--- src/rtl/csr_wb_pkg.sv ---
// Shared CPU parameters used by the CSR write-back path: data width,
// trap cause encoding and the write-back FSM state type.
package cpu_parameters;

   localparam int XLEN = 32;

   // mcause value for an illegal-instruction exception
   localparam logic [31:0] CAUSE_ILLEGAL_INSTR = 32'd2;

   typedef enum logic [0:0] {
      IDLE = 1'b0,
      TRAP = 1'b1
   } csr_wb_state_t;

endpackage

--- src/rtl/csr_wb_sync_fifo.sv ---
// Small synchronous FIFO with occupancy count and a single-cycle flush.
// DEPTH must be a power of two so the pointers wrap naturally.
// Storage is not reset; an empty FIFO presents zeros on dout.
module sync_fifo #(
   parameter  int WIDTH = 8,
   parameter  int DEPTH = 2,
   localparam int AW    = (DEPTH > 1) ? $clog2(DEPTH) : 1,
   localparam int CW    = $clog2(DEPTH + 1)
) (
   input  logic             clk,
   input  logic             rst,
   input  logic             flush,
   input  logic             push,
   input  logic             pop,
   input  logic [WIDTH-1:0] din,
   output logic [WIDTH-1:0] dout,
   output logic [CW-1:0]    count,
   output logic             empty,
   output logic             full
);

   logic [WIDTH-1:0] mem_r [DEPTH];
   logic [AW-1:0]    wptr_r;
   logic [AW-1:0]    rptr_r;
   logic [CW-1:0]    count_r;
   logic             push_ok_s;
   logic             pop_ok_s;

   assign empty     = (count_r == {CW{1'b0}});
   assign full      = (count_r == CW'(DEPTH));
   assign push_ok_s = push && !full && !flush;
   assign pop_ok_s  = pop && !empty && !flush;
   assign count     = count_r;

   // Head entry, forced to zero when nothing is buffered
   always_comb begin
      dout = {WIDTH{1'b0}};
      if (!empty) begin
         dout = mem_r[rptr_r];
      end else begin
         dout = {WIDTH{1'b0}};
      end
   end

   // Data storage write; deliberately left without reset
   always_ff @(posedge clk) begin
      if (push_ok_s) begin
         mem_r[wptr_r] <= din;
      end
   end

   // Pointer and occupancy tracking; flush empties the FIFO in one cycle
   always_ff @(posedge clk or posedge rst) begin
      if (rst) begin
         wptr_r  <= {AW{1'b0}};
         rptr_r  <= {AW{1'b0}};
         count_r <= {CW{1'b0}};
      end else if (flush) begin
         wptr_r  <= {AW{1'b0}};
         rptr_r  <= {AW{1'b0}};
         count_r <= {CW{1'b0}};
      end else begin
         if (push_ok_s) begin
            wptr_r <= wptr_r + AW'(1);
         end
         if (pop_ok_s) begin
            rptr_r <= rptr_r + AW'(1);
         end
         if (push_ok_s && !pop_ok_s) begin
            count_r <= count_r + CW'(1);
         end else if (pop_ok_s && !push_ok_s) begin
            count_r <= count_r - CW'(1);
         end else begin
            count_r <= count_r;
         end
      end
   end

endmodule

--- src/rtl/csr_wb.sv ---
// CSR write-back consumer: buffers CSR results, writes them through the
// shared register-file port when the ALU leaves it free, turns faulted
// accesses into an illegal-instruction trap request, and pulses retire
// for every CSR instruction that completes without a fault.
module csr_wb
   import cpu_parameters::*;
#(
   parameter int XLEN  = cpu_parameters::XLEN,
   parameter int DEPTH = 2
) (
   input  logic            clk,
   input  logic            rst,
   input  logic            csr_result_v,
   input  logic [XLEN-1:0] csr_result,
   input  logic [4:0]      csr_rd,
   input  logic            csr_exception,
   output logic            csr_ok,
   input  logic            rf_port_busy,
   output logic            rf_we,
   output logic [4:0]      rf_waddr,
   output logic [XLEN-1:0] rf_wdata,
   output logic            retire,
   output logic            trap_req,
   output logic [XLEN-1:0] trap_cause,
   input  logic            trap_ack,
   input  logic            flush
);

   localparam int EW = XLEN + 6;
   localparam int CW = $clog2(DEPTH + 1);

   csr_wb_state_t   state_r;
   csr_wb_state_t   state_next_s;

   logic [EW-1:0]   fifo_din_s;
   logic [EW-1:0]   fifo_dout_s;
   logic [CW-1:0]   fifo_count_s;
   logic            fifo_empty_s;
   logic            fifo_full_s;
   logic            push_s;
   logic            pop_s;
   logic            clear_s;

   logic [XLEN-1:0] head_result_s;
   logic [4:0]      head_rd_s;
   logic            head_exc_s;

   assign fifo_din_s = {csr_result, csr_rd, csr_exception};
   assign {head_result_s, head_rd_s, head_exc_s} = fifo_dout_s;

   // Acceptance depends only on registered state and flush, never on valid
   assign csr_ok  = !fifo_full_s && (state_r == IDLE) && !flush;
   assign push_s  = csr_result_v && csr_ok;

   // Acknowledged trap drops the faulting entry and everything behind it
   assign clear_s = flush || ((state_r == TRAP) && trap_ack);

   assign trap_req   = (state_r == TRAP);
   assign trap_cause = (state_r == TRAP) ? XLEN'(CAUSE_ILLEGAL_INSTR) : {XLEN{1'b0}};

   sync_fifo #(
      .WIDTH (EW),
      .DEPTH (DEPTH)
   ) u_fifo (
      .clk   (clk),
      .rst   (rst),
      .flush (clear_s),
      .push  (push_s),
      .pop   (pop_s),
      .din   (fifo_din_s),
      .dout  (fifo_dout_s),
      .count (fifo_count_s),
      .empty (fifo_empty_s),
      .full  (fifo_full_s)
   );

   // Head decode: write-port drive, pop/retire decision and next FSM state
   always_comb begin
      rf_we        = 1'b0;
      rf_waddr     = 5'd0;
      rf_wdata     = {XLEN{1'b0}};
      retire       = 1'b0;
      pop_s        = 1'b0;
      state_next_s = state_r;
      case (state_r)
         IDLE: begin
            if (!fifo_empty_s && !head_exc_s) begin
               rf_waddr = head_rd_s;
               rf_wdata = head_result_s;
               if (!rf_port_busy && !flush) begin
                  pop_s  = 1'b1;
                  retire = 1'b1;
                  rf_we  = (head_rd_s != 5'd0);
               end else begin
                  pop_s  = 1'b0;
                  retire = 1'b0;
                  rf_we  = 1'b0;
               end
               state_next_s = IDLE;
            end else if (!fifo_empty_s && head_exc_s) begin
               state_next_s = TRAP;
            end else begin
               state_next_s = IDLE;
            end
         end
         TRAP: begin
            if (trap_ack) begin
               state_next_s = IDLE;
            end else begin
               state_next_s = TRAP;
            end
         end
         default: begin
            state_next_s = IDLE;
         end
      endcase
      if (flush) begin
         state_next_s = IDLE;
      end else begin
         state_next_s = state_next_s;
      end
   end

   // FSM state register
   always_ff @(posedge clk or posedge rst) begin
      if (rst) begin
         state_r <= IDLE;
      end else begin
         state_r <= state_next_s;
      end
   end

endmodule

--- config.mk ---
export PLATFORM = sky130hd
export DESIGN_NAME = csr_wb
export DESIGN_NICKNAME = d
export VERILOG_FILES = /design/src/rtl/csr_wb_pkg.sv /design/src/rtl/csr_wb_sync_fifo.sv /design/src/rtl/csr_wb.sv
export SDC_FILE = /design/constraint.sdc
export NUM_CORES = 1
export LEC_CHECK = 0
export CORE_ASPECT_RATIO = 2
export CORE_MARGIN = 8
export CORE_UTILIZATION = 50
export DETAILED_ROUTE_END_ITERATION = 10
export GPL_TIMING_DRIVEN = 0
export PLACE_DENSITY = 0.95
export SYNTH_ARGS = -nofsm -noshare
export SYNTH_HDL_FRONTEND = slang
export SYNTH_HIERARCHICAL = 1
export SYNTH_SLANG_ARGS = --single-unit
--- constraint.sdc ---
create_clock -name clk -period 7.03 [get_ports clk]
set_input_delay 1.7575 -clock clk [delete_from_list [all_inputs] [get_ports clk]]
set_output_delay 1.7575 -clock clk [all_outputs]
set_load 0.005 [all_outputs]
==> flow_metrics.env, run 1 <==
export IMPL_status="complete, no violations"
export IMPL_p_switching_uw=214
export IMPL_worstPathMaxFanout=7
export IMPL_p_per_area_nw_per_um2=218
export IMPL_fin_setup_tns_ns=0
export IMPL_final_hold_viol_count=0
export IMPL_cts_sinks=81
export IMPL_worst_setup_path_start_kind="input port"
export IMPL_rsz0062_at_grt="no"
export IMPL_pwr_share_seq_pct=48.6
export IMPL_swShare_pct=19.0
export IMPL_drtIter0Drc=100
export IMPL_yosysTopAreaCell="edfxtp_1"
export IMPL_gr_total_overflow=0
export IMPL_tightest_slew_ns=1.01
export IMPL_drv_slew=0
export IMPL_routed_wl_mm=7.86
export IMPL_place_port_buffers=85
export IMPL_synth_area_leaders="edfxtp_1, mux2i_1, buf_4"
export IMPL_antenna_left=0
export IMPL_ys_seq_area_share_pct=65.2
export IMPL_grt_max_degree=14
export IMPL_hold_class="reg -> reg"
export IMPL_viasPerCell=4.69
export IMPL_clock_path_buffers=2
export IMPL_clk_pin_slew_ns=0.05
export IMPL_row_count=44
export IMPL_synth_top_area_share_pct=61.8
export IMPL_drive_above_1_share_pct=15.5
export IMPL_netlist_instances=275
export IMPL_cts_repair_resized=0
export IMPL_syn_to_final_growth_pct=39.4
export IMPL_cts_setup_buffers=0
export IMPL_die_x_um=76.8
export IMPL_cts_htree_levels=3
export IMPL_holdWs_ns=0.612
export IMPL_synth_seq_cells=81
export IMPL_yosysWarnings=6
export IMPL_power_leakage_nw=1.90
export IMPL_fmax_mhz=202
export IMPL_cts_tree="yes"
export IMPL_insertion_delay_ns=0.33
export IMPL_clkPwrFrac_pct=41.6
export IMPL_cp_required_ns=5.27
export IMPL_synth_distinct_cells=31
export IMPL_grt_use_total_pct=15.6
export IMPL_cts_root_buf="clkbuf_16"
export IMPL_wl_per_cell_um=15.6
export IMPL_ios=117
export IMPL_dp_hpwl_mm=6.01
export IMPL_synth_ff_type="edfxtp_1"
export IMPL_nets=451
export IMPL_hold_buffers=0
export IMPL_async_flop_share_pct=6.17
export IMPL_die_y_um=138
export IMPL_dieArea_um2=10600
export IMPL_timing_final_crit_share_pct=70.4
export IMPL_grt_first_pass_wirelength_mm=12.5
export IMPL_cts_buffers=9
export IMPL_antenna_found_initial=0
export IMPL_design_core_area_um2=7210
export IMPL_nFillCells=483
export IMPL_rrSetupSlack_ns=4.28
export IMPL_fin_skew_ns=0.00433
export IMPL_critPathArrivalTime_ns=3.19
export IMPL_post_synth_cell_area_avg_um2=13.4
export IMPL_dr_pass1_iters=4
export IMPL_synth_edff_count=76
export IMPL_p_int_uw=909
export IMPL_routed_via_count=2365
export IMPL_cap_violations=0
export IMPL_p_comb_share_pct=9.8
export IMPL_endpoint_kind="output pin"
export IMPL_initial_core_util_pct=51.2
export IMPL_drcViolationCount=0
export IMPL_post_route_min_period_ns=4.95
export IMPL_antenna_cells=0
export IMPL_synth_area_um2=3690
export IMPL_ir_drop_uv=252
export IMPL_gp_congestion=0.818
export IMPL_grt_pass1_vias=2536
export IMPL_total_power_mw=1.12
export IMPL_setup_viol=0
export IMPL_maxSlewHeadroom_pct=32.4
export IMPL_worstSetupPathType="in -> out"
==> routing by layer <==
layer	track usage, %	vias up	wire length (um)	part of all wire (%)
li1	-	1159	-	-
met3	4.97	15	517	6.6
met1	14.2	1104	2710	34
met2	28.5	87	4370	56
met5	0	-	0	0
met4	10.8	0	260	3.3
==> placed cells by master, fill, tap and decap left out <==
master            n
clkdlybuf4s50_1  85
edfxtp_1         76
nor2_1           41
mux2i_1          39
and2_1           38
buf_4            34
conb_1           31
clkbuf_16         9
clkbuf_1          8
buf_6             7
a21oi_1           5
dfrtp_1           5
inv_1             4
buf_2             4
nor3_2            2
bufinv_16         2
clkinv_1          2
o21ai_0           2
clkbuf_2          1
and2_2            1
nor3_1            1
a21o_1            1
nand2b_1          1
or4_1             1
o211a_1           1
xor2_1            1
nand2b_2          1
inv_2             1
or3_1             1
or2_1             1
nor3b_1           1
nand2_1           1
nor3b_2           1
o211ai_1          1
nand3b_1          1
a21o_2            1
==> per-stage QoR <==
stage               setup slack [ns]  area [um^2]  std cells  utilization (%)
floorplan                       1.40         3800        305                -
global placement              -0.361         4770        482             66.2
detailed placement              2.07         4840        488             67.2
CTS                             2.07         5150        504             71.4
global route                    1.97         5150        504             71.4
finish                          2.08         5150        504             71.4
==> cells by family (layout without fill, tap and decap cells) <==
kind of cell | count (synthesis) | in the layout | share of synthesized area, %
other cells | 1 | 31 | 0.102
xor+xnor | 1 | 1 | 0.237
flops | 81 | 81 | 65.2
mux | 39 | 39 | 10.6
simple gates | 92 | 92 | 13.0
buf+inv | 50 | 157 | 9.01
compound gates | 11 | 11 | 1.86
==> worst max-delay path, cell delays in order <==
cell and delay (ns):
clkdlybuf4s50_1 0.44, nor2_1 0.16, and2_1 0.28, clkdlybuf4s50_1 0.55
==> power groups by stage <==
stage / combinational [mW] / sequential (mW) / clock, mW
floorplan: 0.0560 / 0.555 / 0
global placement: 0.103 / 0.555 / 0
detailed placement: 0.109 / 0.555 / 0
CTS: 0.110 / 0.545 / 0.478
global route: 0.121 / 0.546 / 0.498
finish: 0.110 / 0.545 / 0.467
==> sequential cells by signal, indices dropped and copies added (netlist names) <==
signal	flops
u_fifo/rptr_r	1
u_fifo/mem_r	76
trap_req	1
u_fifo/count	2
u_fifo/wptr_r	1
==> cell type report <==
type                    instances  area, um^2  area share (%)
well taps                      92         115            2.24
multi-input cells             174        1070            20.9
clock buffers                  12         236            4.59
clock inverters                 4        67.6            1.31
flip-flops and latches         81        2410            46.8
repair buffers                 91         915            17.8
plain buffers                  45         314            6.10
inverters                       5        18.8           0.365
==> synth_stat cells, types with 2 or more instances <==
master,number
edfxtp_1,76
nor2_1,41
mux2i_1,39
and2_1,38
buf_4,33
a21oi_1,5
clkbuf_1,5
dfrtp_1,5
buf_2,4
inv_1,4
buf_6,2
nor3_1,2
nor3b_1,2
o21ai_0,2
==> worst paths after layout <==
kind,start,endpoint,cells after the start
min reg2reg,trap_req,trap_req,2
min,trap_req,trap_req,2
min in group asynchronous,rst,trap_req,2
max reg2reg,u_fifo/count[0],u_fifo/mem_r[0][16],8
max,flush,retire,4
max in group asynchronous,rst,u_fifo/wptr_r,2
No activity file was read; power rests on OpenSTA's default activity.
==> run 2: changes to the inputs <==
--- a/config.mk
+++ b/config.mk
@@ -7,10 +7,10 @@
 export LEC_CHECK = 0
 export CORE_ASPECT_RATIO = 2
 export CORE_MARGIN = 8
-export CORE_UTILIZATION = 50
+export CORE_UTILIZATION = 42
 export DETAILED_ROUTE_END_ITERATION = 10
 export GPL_TIMING_DRIVEN = 0
-export PLACE_DENSITY = 0.95
+export PLACE_DENSITY = 0.87
 export SYNTH_ARGS = -nofsm -noshare
 export SYNTH_HDL_FRONTEND = slang
 export SYNTH_HIERARCHICAL = 1
==> constraint.sdc (replaced) <==
create_clock -name clk -period 4.45 [get_ports clk]
set_input_delay 1.1125 -clock clk [delete_from_list [all_inputs] [get_ports clk]]
set_output_delay 1.1125 -clock clk [all_outputs]
set_load 0.005 [all_outputs]
==> run 2 against run 1 <==
Net effect:
- first-iteration DRC count increased by 11%
- die area rose by 16%
- final cell count grew 1.2%
- count of clock-buffer cells in the layout shrank 2
- sequential share of layout area grew 0.29 points
- register-to-register slack got worse by 2.5 ns
- core utilization down 12 points
- setup slack lost 1.8 ns
- sequential power rose by 58%
- highest routed layer unchanged
==> flow_metrics.env, run 2 (synthesis results as in run 1) <==
export IMPL_status="complete, no violations"
export IMPL_post_route_min_period_ns=4.14
export IMPL_grt_first_pass_wirelength_mm=12.5
export IMPL_worst_path_buf_inv=4
export IMPL_drtIter0Drc=111
export IMPL_gr_total_overflow=0
export IMPL_critPathTopFamily="buffers and inverters"
export IMPL_worstPathMaxFanout=10
export IMPL_wl_per_cell_um=16.1
export IMPL_worstSetupPathType="reg -> out"
export IMPL_worst_setup_path_start_kind="flip-flop"
export IMPL_initial_core_util_pct=43.0
export IMPL_clk_pin_slew_ns=0.05
export IMPL_fin_setup_tns_ns=0
export IMPL_fmax_mhz=242
export IMPL_finalWorstSetupSlack_ns=0.311
export IMPL_routed_wl_mm=8.23
export IMPL_viasPerCell=4.63
export IMPL_antenna_cells=0
export IMPL_instances_no_fill=510
export IMPL_clock_path_buffers=2
export IMPL_grt_max_degree=15
export IMPL_row_count=48
export IMPL_cts_tree="yes"
export IMPL_grt_use_total_pct=13.7
export IMPL_cts_root_buf="clkbuf_16"
export IMPL_nets=449
export IMPL_place_port_buffers=85
export IMPL_slowest_stage="clkdlybuf4s50_1"
export IMPL_power_leakage_nw=1.88
export IMPL_antenna_left=0
export IMPL_design_core_area_um2=8590
export IMPL_setup_viol=0
export IMPL_dr_pass1_iters=4
export IMPL_dieArea_um2=12200
export IMPL_reg2reg_depth=10
export IMPL_path_depth=8
export IMPL_total_power_mw=1.66
export IMPL_endpoint_kind="output pin"
export IMPL_cts_setup_buffers=0
export IMPL_grt_pass1_vias=2409
export IMPL_final_cell_mix="clkdlybuf4s50_1, edfxtp_1, nor2_1"
export IMPL_timing_final_crit_share_pct=93.0
export IMPL_path_cells="nor2_1 -> buf_2 -> buf_2 -> nor2_1 -> nor3_2 -> clkbuf_1 -> and2_1 -> clkdlybuf4s50_1"
export IMPL_maxSlewHeadroom_pct=45.9
export IMPL_drcViolationCount=0
export IMPL_hold_buffers=0
export IMPL_slowest_delay_ns=0.55
export IMPL_ir_drop_uv=283
export IMPL_cp_required_ns=3.34
export IMPL_final_common_cell="clkdlybuf4s50_1"
export IMPL_cts_htree_levels=3
export IMPL_cts_repair_resized=0
export IMPL_die_x_um=82.3
export IMPL_regMostFlops="u_fifo/mem_r"
export IMPL_tightest_slew_ns=0.811
export IMPL_routed_via_count=2359
export IMPL_fin_skew_ns=0.00616
export IMPL_drive_above_1_share_pct=15.1
export IMPL_final_hold_viol_count=0
export IMPL_syn_to_final_growth_pct=38.6
export IMPL_antenna_found_initial=0
export IMPL_p_per_area_nw_per_um2=324
export IMPL_post_place_ws_ns=0.607
export IMPL_gp_congestion=0.763
export IMPL_dp_cells=494
export IMPL_insertion_delay_ns=0.32
export IMPL_critPathArrivalTime_ns=3.03
export IMPL_dp_hpwl_mm=6.34
export IMPL_holdWs_ns=0.648
export IMPL_drv_slew=0
export IMPL_die_y_um=149
export IMPL_largest_reg_flops=76
export IMPL_whs_path_depth=2
export IMPL_rsz0062_at_grt="no"
export IMPL_ios=117
export IMPL_cap_violations=0
export IMPL_hold_class="reg -> reg"
export IMPL_cts_buffers=9
export IMPL_cts_sinks=81
## run 2: cell types whose count changed in the layout (fill, tap and decap cells not counted)
cell	previous run	this run
buf_4	34	33
buf_6	7	2
buf_8	0	4
bufinv_16	2	0
clkbuf_1	8	6
clkinv_1	2	4
clkinv_2	0	2
nor3_2	2	1
nor3_4	0	1
nor3b_2	1	0
nor3b_4	0	1
## run 2: layout make-up
type,instances,area [um^2]
plain buffers,45,314
inverters,5,18.8
repair buffers,89,911
fillers,717,3470
clock buffers,10,229
clock inverters,6,25.0
multi-input cells,174,1090
flip-flops and latches,81,2410
well taps,100,125
## run 2: tightest hold or removal path, stage by stage (launching register included)
cell and delay (ns):
dfrtp_1 0.44, o21ai_0 0.10, a21oi_1 0.07
## run 2: power by group
part | total (mW) | switching [mW] | internal (mW)
registers | 0.861 | 0.00693 | 0.854
logic | 0.176 | 0.0822 | 0.0942
clock network | 0.618 | 0.251 | 0.367
total | 1.66 | 0.340 | 1.32
## run 2: stage by stage
step | utilization, % | cell area [um^2]
4_1_cts | 59.6 | 5120
3_5_place_dp | 56.6 | 4860
5_1_grt | 59.6 | 5120
6_report | 59.6 | 5120
2_1_floorplan | - | 3810
3_3_place_gp | 55.8 | 4790
## run 2: path summary, 6_finish.rpt
| path | start | to | slack (ns) |
|---|---|---|---|
| max | u_fifo/count[1] | retire | 0.31 |
| min | u_fifo/wptr_r | u_fifo/wptr_r | 0.65 |
| max reg2reg | u_fifo/count[1] | u_fifo/count[0] | 1.74 |
| min reg2reg | u_fifo/wptr_r | u_fifo/wptr_r | 0.65 |
| max in group asynchronous | rst | u_fifo/rptr_r | 3.26 |
| min in group asynchronous | rst | trap_req | 0.98 |
## run 2: metal layers
layer | part of all wire (%) | track usage [%]
met1 | 32 | 12.3
met2 | 58 | 26.0
met3 | 8.7 | 4.11
met4 | 1.2 | 6.28
met5 | 0 | 0
